--- config.mk ---
export PLATFORM = sky130hd
export DESIGN_NAME = pose_replay_sequencer_flat
export DESIGN_NICKNAME = d
export VERILOG_FILES = /design/src/rtl/pose_replay_sequencer_pkg.sv /design/src/rtl/pose_replay_sequencer_if.sv /design/src/rtl/pose_replay_sequencer_slew_channel.sv /design/src/rtl/pose_replay_sequencer.sv /design/src/flat_wrapper.sv
export SDC_FILE = /design/constraint.sdc
export NUM_CORES = 1
export LEC_CHECK = 0
export BUFFER_PORTS_ARGS = -buffer_cell sky130_fd_sc_hd__buf_2
export CAP_MARGIN = 25
export CORE_ASPECT_RATIO = 0.7
export CORE_MARGIN = 5
export CORE_UTILIZATION = 60
export CTS_CLUSTER_SIZE = 20
export DETAILED_ROUTE_END_ITERATION = 8
export PLACE_DENSITY = 0.77
export SETUP_SLACK_MARGIN = 0.05
export SLEW_MARGIN = 20
export SYNTH_ARGS = -nofsm -noshare
export SYNTH_HDL_FRONTEND = slang
export SYNTH_SLANG_ARGS = --single-unit
--- constraint.sdc ---
create_clock -name i_clk -period 14.1 [get_ports i_clk]
set_clock_uncertainty 0.15 [all_clocks]
set_input_delay 0 -clock i_clk [delete_from_list [all_inputs] [get_ports i_clk]]
set_output_delay 0 -clock i_clk [all_outputs]
set_load 0.005 [all_outputs]
--- src/rtl/pose_replay_sequencer_pkg.sv ---
// Shared servo definitions: command width, reset position and the sequencer
// state encoding used by this block and data_controller.
package servo_pkg;

    localparam int unsigned DATA_W = 13;
    localparam logic [DATA_W-1:0] RESET_POS = 13'd1500;

    typedef enum logic [1:0] {
        IDLE  = 2'd0,
        LOAD  = 2'd1,
        RAMP  = 2'd2,
        DWELL = 2'd3
    } seq_state_t;

endpackage

--- src/rtl/pose_replay_sequencer_if.sv ---
// Live servo inputs, control pulses and servo/status outputs of the pose sequencer.
interface pose_replay_sequencer_if #(
    parameter int unsigned DATA_W = servo_pkg::DATA_W
);

    logic [DATA_W-1:0] i_live_servo0;
    logic [DATA_W-1:0] i_live_servo1;
    logic [DATA_W-1:0] i_live_servo2;
    logic [DATA_W-1:0] i_live_servo3;
    logic              i_record;
    logic              i_play;
    logic              i_stop;
    logic              i_clear;
    logic [DATA_W-1:0] o_servo0;
    logic [DATA_W-1:0] o_servo1;
    logic [DATA_W-1:0] o_servo2;
    logic [DATA_W-1:0] o_servo3;
    logic              o_replaying;
    logic [4:0]        o_tot_state;
    logic [4:0]        o_current_state;

    modport master (
        output i_live_servo0, i_live_servo1, i_live_servo2, i_live_servo3,
        output i_record, i_play, i_stop, i_clear,
        input  o_servo0, o_servo1, o_servo2, o_servo3,
        input  o_replaying, o_tot_state, o_current_state
    );

    modport slave (
        input  i_live_servo0, i_live_servo1, i_live_servo2, i_live_servo3,
        input  i_record, i_play, i_stop, i_clear,
        output o_servo0, o_servo1, o_servo2, o_servo3,
        output o_replaying, o_tot_state, o_current_state
    );

endinterface

--- src/rtl/pose_replay_sequencer_slew_channel.sv ---
// One servo channel's bounded slew step toward its target, plus an arrival flag.
module pose_slew_channel #(
    parameter int unsigned       DATA_W = servo_pkg::DATA_W,
    parameter logic [DATA_W-1:0] STEP   = DATA_W'(20)
) (
    input  logic [DATA_W-1:0] cur,
    input  logic [DATA_W-1:0] target,
    output logic [DATA_W-1:0] nxt,
    output logic              at_target
);

    logic signed [DATA_W:0] diff;
    logic signed [DATA_W:0] step_s;

    // One extra bit keeps the signed difference of two unsigned commands exact.
    always_comb begin
        diff   = $signed({1'b0, target}) - $signed({1'b0, cur});
        step_s = $signed({1'b0, STEP});
        if (diff > step_s) begin
            nxt = cur + STEP;
        end else if (diff < -step_s) begin
            nxt = cur - STEP;
        end else begin
            nxt = target;
        end
    end

    assign at_target = (cur == target);

endmodule

--- src/rtl/pose_replay_sequencer.sv ---
// Records four-channel servo poses from live commands and replays them with
// per-tick slew limiting and a dwell at each pose.
module pose_replay_sequencer #(
    parameter int unsigned       DATA_W       = servo_pkg::DATA_W,
    parameter int unsigned       DEPTH        = 16,
    parameter int unsigned       TICK_CYCLES  = 500000,
    parameter logic [DATA_W-1:0] STEP         = 13'd20,
    parameter int unsigned       DWELL_CYCLES = 50000000,
    parameter bit                LOOP         = 1'b0,
    parameter logic [DATA_W-1:0] RESET_POS    = servo_pkg::RESET_POS
) (
    input logic                      i_clk,
    input logic                      i_rst_n,
    pose_replay_sequencer_if.slave   bus
);

    import servo_pkg::*;

    localparam int unsigned IDX_W      = $clog2(DEPTH);
    localparam logic [4:0]  DEPTH_C    = 5'(DEPTH);
    localparam logic [31:0] TICK_LAST  = 32'(TICK_CYCLES - 1);
    localparam logic [31:0] DWELL_LAST = 32'(DWELL_CYCLES - 1);

    typedef logic [DATA_W-1:0] chan_t;

    seq_state_t          state, state_nx;
    logic [4:0]          count, current;
    logic [31:0]         tick, dwell;
    chan_t               out [4];
    chan_t               target [4];
    chan_t               live [4];
    chan_t               slew [4];
    logic [3:0]          at_target;
    logic [4*DATA_W-1:0] mem [DEPTH];
    logic                do_clear, do_play, do_record, all_at, last_slot;

    assign live[0] = bus.i_live_servo0;
    assign live[1] = bus.i_live_servo1;
    assign live[2] = bus.i_live_servo2;
    assign live[3] = bus.i_live_servo3;

    assign bus.o_servo0        = out[0];
    assign bus.o_servo1        = out[1];
    assign bus.o_servo2        = out[2];
    assign bus.o_servo3        = out[3];
    assign bus.o_replaying     = (state != IDLE);
    assign bus.o_tot_state     = count;
    assign bus.o_current_state = current;

    for (genvar c = 0; c < 4; c++) begin : g_ch
        pose_slew_channel #(.DATA_W(DATA_W), .STEP(STEP)) u_slew (
            .cur       (out[c]),
            .target    (target[c]),
            .nxt       (slew[c]),
            .at_target (at_target[c])
        );
    end

    // In IDLE only the highest-priority asserted pulse acts, even if it is then ignored.
    always_comb begin
        do_clear  = 1'b0;
        do_play   = 1'b0;
        do_record = 1'b0;
        all_at    = &at_target;
        last_slot = (current >= count - 5'd1);
        state_nx  = state;
        unique case (state)
            IDLE: begin
                if (bus.i_clear) begin
                    do_clear = 1'b1;
                end else if (bus.i_play) begin
                    do_play = (count != '0);
                end else if (bus.i_record) begin
                    do_record = (count != DEPTH_C);
                end
                if (do_play) state_nx = LOAD;
            end
            LOAD:  state_nx = bus.i_stop ? IDLE : RAMP;
            RAMP: begin
                if (bus.i_stop)  state_nx = IDLE;
                else if (all_at) state_nx = DWELL;
            end
            DWELL: begin
                if (bus.i_stop) begin
                    state_nx = IDLE;
                end else if (dwell == DWELL_LAST) begin
                    state_nx = (!last_slot || LOOP) ? LOAD : IDLE;
                end
            end
            default: state_nx = IDLE;
        endcase
    end

    always_ff @(posedge i_clk or negedge i_rst_n) begin
        if (!i_rst_n) state <= IDLE;
        else          state <= state_nx;
    end

    always_ff @(posedge i_clk or negedge i_rst_n) begin
        if (!i_rst_n) begin
            count   <= '0;
            current <= '0;
            tick    <= '0;
            dwell   <= '0;
            for (int unsigned c = 0; c < 4; c++) begin
                out[c]    <= RESET_POS;
                target[c] <= RESET_POS;
            end
        end else begin
            unique case (state)
                IDLE: begin
                    out <= live;
                    if (do_clear)       count <= '0;
                    else if (do_record) count <= count + 5'd1;
                    if (do_play) begin
                        current <= '0;
                        tick    <= '0;
                    end
                end
                LOAD: begin
                    for (int unsigned c = 0; c < 4; c++) begin
                        target[c] <= mem[current[IDX_W-1:0]][c*DATA_W +: DATA_W];
                    end
                    tick <= '0;
                end
                RAMP: begin
                    if (!bus.i_stop) begin
                        if (tick == TICK_LAST) begin
                            tick <= '0;
                            out  <= slew;
                        end else begin
                            tick <= tick + 32'd1;
                        end
                    end
                    dwell <= '0;
                end
                DWELL: begin
                    dwell <= dwell + 32'd1;
                    if (state_nx == LOAD) current <= last_slot ? 5'd0 : current + 5'd1;
                end
                default: ;
            endcase
        end
    end

    always_ff @(posedge i_clk) begin
        if (do_record) mem[count[IDX_W-1:0]] <= {live[3], live[2], live[1], live[0]};
    end

endmodule

--- src/flat_wrapper.sv ---
// flat-port wrapper written by rule: the top's interface ports become plain ports
module pose_replay_sequencer_flat import servo_pkg::*;
#(
    parameter int unsigned       DATA_W       = servo_pkg::DATA_W,
    parameter int unsigned       DEPTH        = 16,
    parameter int unsigned       TICK_CYCLES  = 500000,
    parameter logic [DATA_W-1:0] STEP         = 13'd20,
    parameter int unsigned       DWELL_CYCLES = 50000000,
    parameter bit                LOOP         = 1'b0,
    parameter logic [DATA_W-1:0] RESET_POS    = servo_pkg::RESET_POS
)
  (i_clk, i_rst_n, bus_i_live_servo0, bus_i_live_servo1, bus_i_live_servo2, bus_i_live_servo3, bus_i_record, bus_i_play, bus_i_stop, bus_i_clear, bus_o_servo0, bus_o_servo1, bus_o_servo2, bus_o_servo3, bus_o_replaying, bus_o_tot_state, bus_o_current_state);
  pose_replay_sequencer_if #(.DATA_W(DATA_W)) bus_i ();
  input logic i_clk;
  input logic i_rst_n;
  input wire logic [$bits(bus_i.i_live_servo0)-1:0] bus_i_live_servo0;
  input wire logic [$bits(bus_i.i_live_servo1)-1:0] bus_i_live_servo1;
  input wire logic [$bits(bus_i.i_live_servo2)-1:0] bus_i_live_servo2;
  input wire logic [$bits(bus_i.i_live_servo3)-1:0] bus_i_live_servo3;
  input wire logic [$bits(bus_i.i_record)-1:0] bus_i_record;
  input wire logic [$bits(bus_i.i_play)-1:0] bus_i_play;
  input wire logic [$bits(bus_i.i_stop)-1:0] bus_i_stop;
  input wire logic [$bits(bus_i.i_clear)-1:0] bus_i_clear;
  output wire logic [$bits(bus_i.o_servo0)-1:0] bus_o_servo0;
  output wire logic [$bits(bus_i.o_servo1)-1:0] bus_o_servo1;
  output wire logic [$bits(bus_i.o_servo2)-1:0] bus_o_servo2;
  output wire logic [$bits(bus_i.o_servo3)-1:0] bus_o_servo3;
  output wire logic [$bits(bus_i.o_replaying)-1:0] bus_o_replaying;
  output wire logic [$bits(bus_i.o_tot_state)-1:0] bus_o_tot_state;
  output wire logic [$bits(bus_i.o_current_state)-1:0] bus_o_current_state;
  assign bus_i.i_live_servo0 = bus_i_live_servo0;
  assign bus_i.i_live_servo1 = bus_i_live_servo1;
  assign bus_i.i_live_servo2 = bus_i_live_servo2;
  assign bus_i.i_live_servo3 = bus_i_live_servo3;
  assign bus_i.i_record = bus_i_record;
  assign bus_i.i_play = bus_i_play;
  assign bus_i.i_stop = bus_i_stop;
  assign bus_i.i_clear = bus_i_clear;
  assign bus_o_servo0 = bus_i.o_servo0;
  assign bus_o_servo1 = bus_i.o_servo1;
  assign bus_o_servo2 = bus_i.o_servo2;
  assign bus_o_servo3 = bus_i.o_servo3;
  assign bus_o_replaying = bus_i.o_replaying;
  assign bus_o_tot_state = bus_i.o_tot_state;
  assign bus_o_current_state = bus_i.o_current_state;
  pose_replay_sequencer #(.DATA_W(DATA_W), .DEPTH(DEPTH), .TICK_CYCLES(TICK_CYCLES), .STEP(STEP), .DWELL_CYCLES(DWELL_CYCLES), .LOOP(LOOP), .RESET_POS(RESET_POS)) u_core (.i_clk(i_clk), .i_rst_n(i_rst_n), .bus(bus_i));
endmodule
==> run_results.csv <==
group,metric,value,unit
outcome,status,"completed",
flow_run,maxCapViolCount,0,
clocking,cts_hold_buf,59,
yosys,syn-cell-area,0.0448,mm2
setup_path,required,14.22,ns
yosys,synth_top_cell_area_share,0.557,
setup_path,path_depth,10,
die,boundaryPins,121,
yosys,ys_seq_area_frac,0.660,
sta,clock.fmax,0.187,GHz
setup_path,cp_cell_sequence,"nor2_1 > buf_4 > inv_1 > nor4b_1 > dlygate4sd3_1 > inv_1 > a31oi_1 > nand2_1 > nor2_4 > buf_4",
die,rows,83,
power,max-vdd-ir-drop,0.000119,V
layout,area_growth,12.2,%
yosys,synth_area_leaders,"edfxtp_1 56%, mux4_2 12%, dfrtp_1 6.9%, dfstp_2 3.3%, nand2_1 2.1%",
yosys,synth.ff_latch_count,1012,
routing,wl,119,mm
yosys,async_reset_ff_frac,0.178,
sta,timing.final.crit_period,5.35,ns
yosys,synth.most_common_cell,"edfxtp_1",
setup_path,reg2regPathDepth,10,
layout,layout.cells.non_filler,4113,
clocking,htreeDepth,3,
global_routing,grt_pass1_vias,27300,
setup_path,crit_type,"flip-flop to flip-flop",
placement,placed_cells,3877,
global_routing,gr-total-overflow,0,
layout,post_route_cells_drive_above_1_share,0.211,
global_routing,grt_start_max_net_pins,91,
layout,fin_nets,3188,
yosys,synth-edff-count,832,
sta,finalSetupViolCount,0,
die,die_h,239,um
setup_path,timing.rr.end,"u_core.mem[7][51]",
die,core_area,0.0737,mm2
routing,dr.pass1.iters,6,
min_path,min_to,"u_core.bus.o_tot_state[3]",
routing,drc,0,
clocking,clock-sinks,1012,
yosys,ys_top_cells_by_count,"832 x edfxtp_1, 252 x nand2_1, 245 x mux4_2",
power,finalPower,9.49,mW
routing,ant_nets,0,
placement,place_ws,9.46,ns
setup_path,cpMaxStageDelayCell,"nor2_4",
setup_path,crit_arrival,5.47,ns
power,p_leak,17.2,nW
power,power.density,189,mW/mm2
setup_path,worst-path-buf-inv,5,
routing,initialDrtViolationCount,3568,
yosys,synth-main-ff-cell,"edfxtp_1",
yosys,synth_nets,3002,
sta,setup_ws,8.75,ns
setup_path,cp_max_fo,29,
placement,place_congestion,0.889,
sta,fin_setup_tns,0,ns
clocking,worst_skew_pair.late_latency,0.66,ns
clocking,cts-root-buf,"clkbuf_16",
clocking,clk_pin_slew,0.07,ns
routing,vias,27900,
global_routing,antenna_found_initial,1,
clocking,cts_tree,"done",
clocking,cts_resized,0,
routing,wl_per_cell,28.9,um
yosys,synth.largest_area_cell,"edfxtp_1",
setup_path,cpPeakStageDelay,0.91,ns
sta,slew_viol_final,0,
sta,final_min_period_over_clock_period,0.379,
clocking,numCtsBuffers,91,
setup_path,path_delay_family,"simple AND/OR/NAND/NOR gates",
setup_path,r2r-start,"u_core.state[1]",
sta,tightestPinTransition,1.13,ns
setup_path,reg2reg_slack,8.75,ns
yosys,syn_avg_cell_area,15.6,um2
clocking,clockBufferDepth,3,
global_routing,track_usage,0.297,
die,initial_utilization,0.608,
sta,relSlewSlack,0.245,
routing,vias_per_cell,6.77,
layout,diodes,0,
die,die-area,0.0804,mm2
yosys,ys_warn_count,0,
die,die_w,337,um
clocking,post-cts-setup-buffer-count,0,
sta,rsz0062_at_grt,"no",
setup_path,end_kind,"flip-flop",
global_routing,grt_pass1_wl,177,mm
yosys,synth_cell_type_count,96,
setup_path,critPathLaunchType,"flip-flop",
placement,hpwlAfterDp,69.6,mm
yosys,synthCells,2871,
min_path,hp-start,"bus_i_clear",
min_path,hold_depth,3,
min_path,hold_class,"input port to flip-flop",
sta,finalHoldViolCount,0,
placement,port_buffers,120,
[kinds of logic after synthesis]
kind of cell	count (synthesis)	synth area share
AO/OA/AOI/OAI	480	0.0750
multiplexers	277	0.130
flip-flops	1012	0.660
XOR/XNOR	102	0.0199
AND/OR/NAND/NOR	704	0.0755
buffers and inverters	223	0.0193
adder cells (fa/ha/maj)	73	0.0204
[final cells by class]
| cell class | instances | area [um2] |
|---|---|---|
| Clock buffer | 134 | 2590 |
| Sequential cell | 1012 | 29600 |
| Inverter | 86 | 325 |
| Clock inverter | 38 | 353 |
| Fill cell | 4827 | 23400 |
| Multi-Input combinational cell | 1636 | 14500 |
| Timing Repair Buffer | 230 | 1700 |
| Tap cell | 977 | 1220 |
[power breakdown]
group	leakage (nW)	internal [mW]	switching [mW]
Clock	1.44	1.38	1.09
Sequential	9.69	3.48	0.286
Combinational	6.04	1.23	2.03
Total	17.2	6.09	3.40
[worst register-to-register path: cells and delay by family (launching register included)]
family	cells	cell delay, ns
buffers and inverters	5	1.90
AND/OR/NAND/NOR	4	2.13
flip-flops	1	0.39
AO/OA/AOI/OAI	1	0.38
[per-stage QoR]
stage                      util  area, um2  hold slack [ns]
after floorplan               -      44800           -0.446
after global placement    0.632      46600           0.0521
after detailed placement  0.632      46600           0.0627
after CTS                 0.680      50200           0.0290
after global routing      0.682      50300           0.0843
final                     0.682      50300           0.0914
[worst max-delay path by stage]
stage	startpoint	end	slack (ns)
floorplan	u_core.state[1]	u_core.mem[0][0]	6.49
global placement	u_core.state[1]	u_core.mem[7][51]	9.38
detailed placement	u_core.state[1]	u_core.mem[7][51]	9.46
CTS	u_core.state[1]	u_core.mem[7][51]	8.94
global route	u_core.state[1]	u_core.mem[7][51]	8.45
finish	u_core.state[1]	u_core.mem[7][51]	8.75
[per-layer routing]
layer / wire, um / track usage / up-vias
met5: 13 / 0 / -
li1: - / - / 11800
met2: 54500 / 0.451 / 1711
met3: 12800 / 0.0594 / 273
met4: 3560 / 0.0867 / 2
met1: 47900 / 0.446 / 14100
[placed cells by master, fill, tap and decap left out, drive strengths merged, types with 17 or more instances in the layout]
cell | synthesis | layout
a211oi | 17 | 17
a21o | 24 | 24
a21oi | 91 | 91
and3 | 24 | 24
buf | 38 | 171
clkbuf | 99 | 135
clkinv | 1 | 24
dfrtp | 124 | 124
dfstp | 56 | 56
dlygate4sd3 | 0 | 58
edfxtp | 832 | 832
ha | 73 | 73
inv | 85 | 92
mux2i | 27 | 27
mux4 | 245 | 245
nand2 | 252 | 252
nand2b | 18 | 18
nand3 | 68 | 68
nand4 | 24 | 24
nor2 | 143 | 143
nor2b | 21 | 21
nor3 | 34 | 34
nor4 | 35 | 35
o21ai | 125 | 125
o221ai | 28 | 28
o32ai | 26 | 26
or3 | 24 | 24
xnor2 | 50 | 50
xor2 | 52 | 52
[flip-flops by register name, indices dropped and copies added, names as in the netlist]
signal / count
u_core.bus.o_current_state: 5
u_core.state: 2
u_core.dwell: 32
u_core.tick: 32
u_core.bus.o_servo0: 13
u_core.mem: 832
u_core.target: 52
u_core.bus.o_servo3: 13
u_core.bus.o_servo2: 13
u_core.bus.o_servo1: 13
u_core.bus.o_tot_state: 5
(Power assumes the default switching activity.)
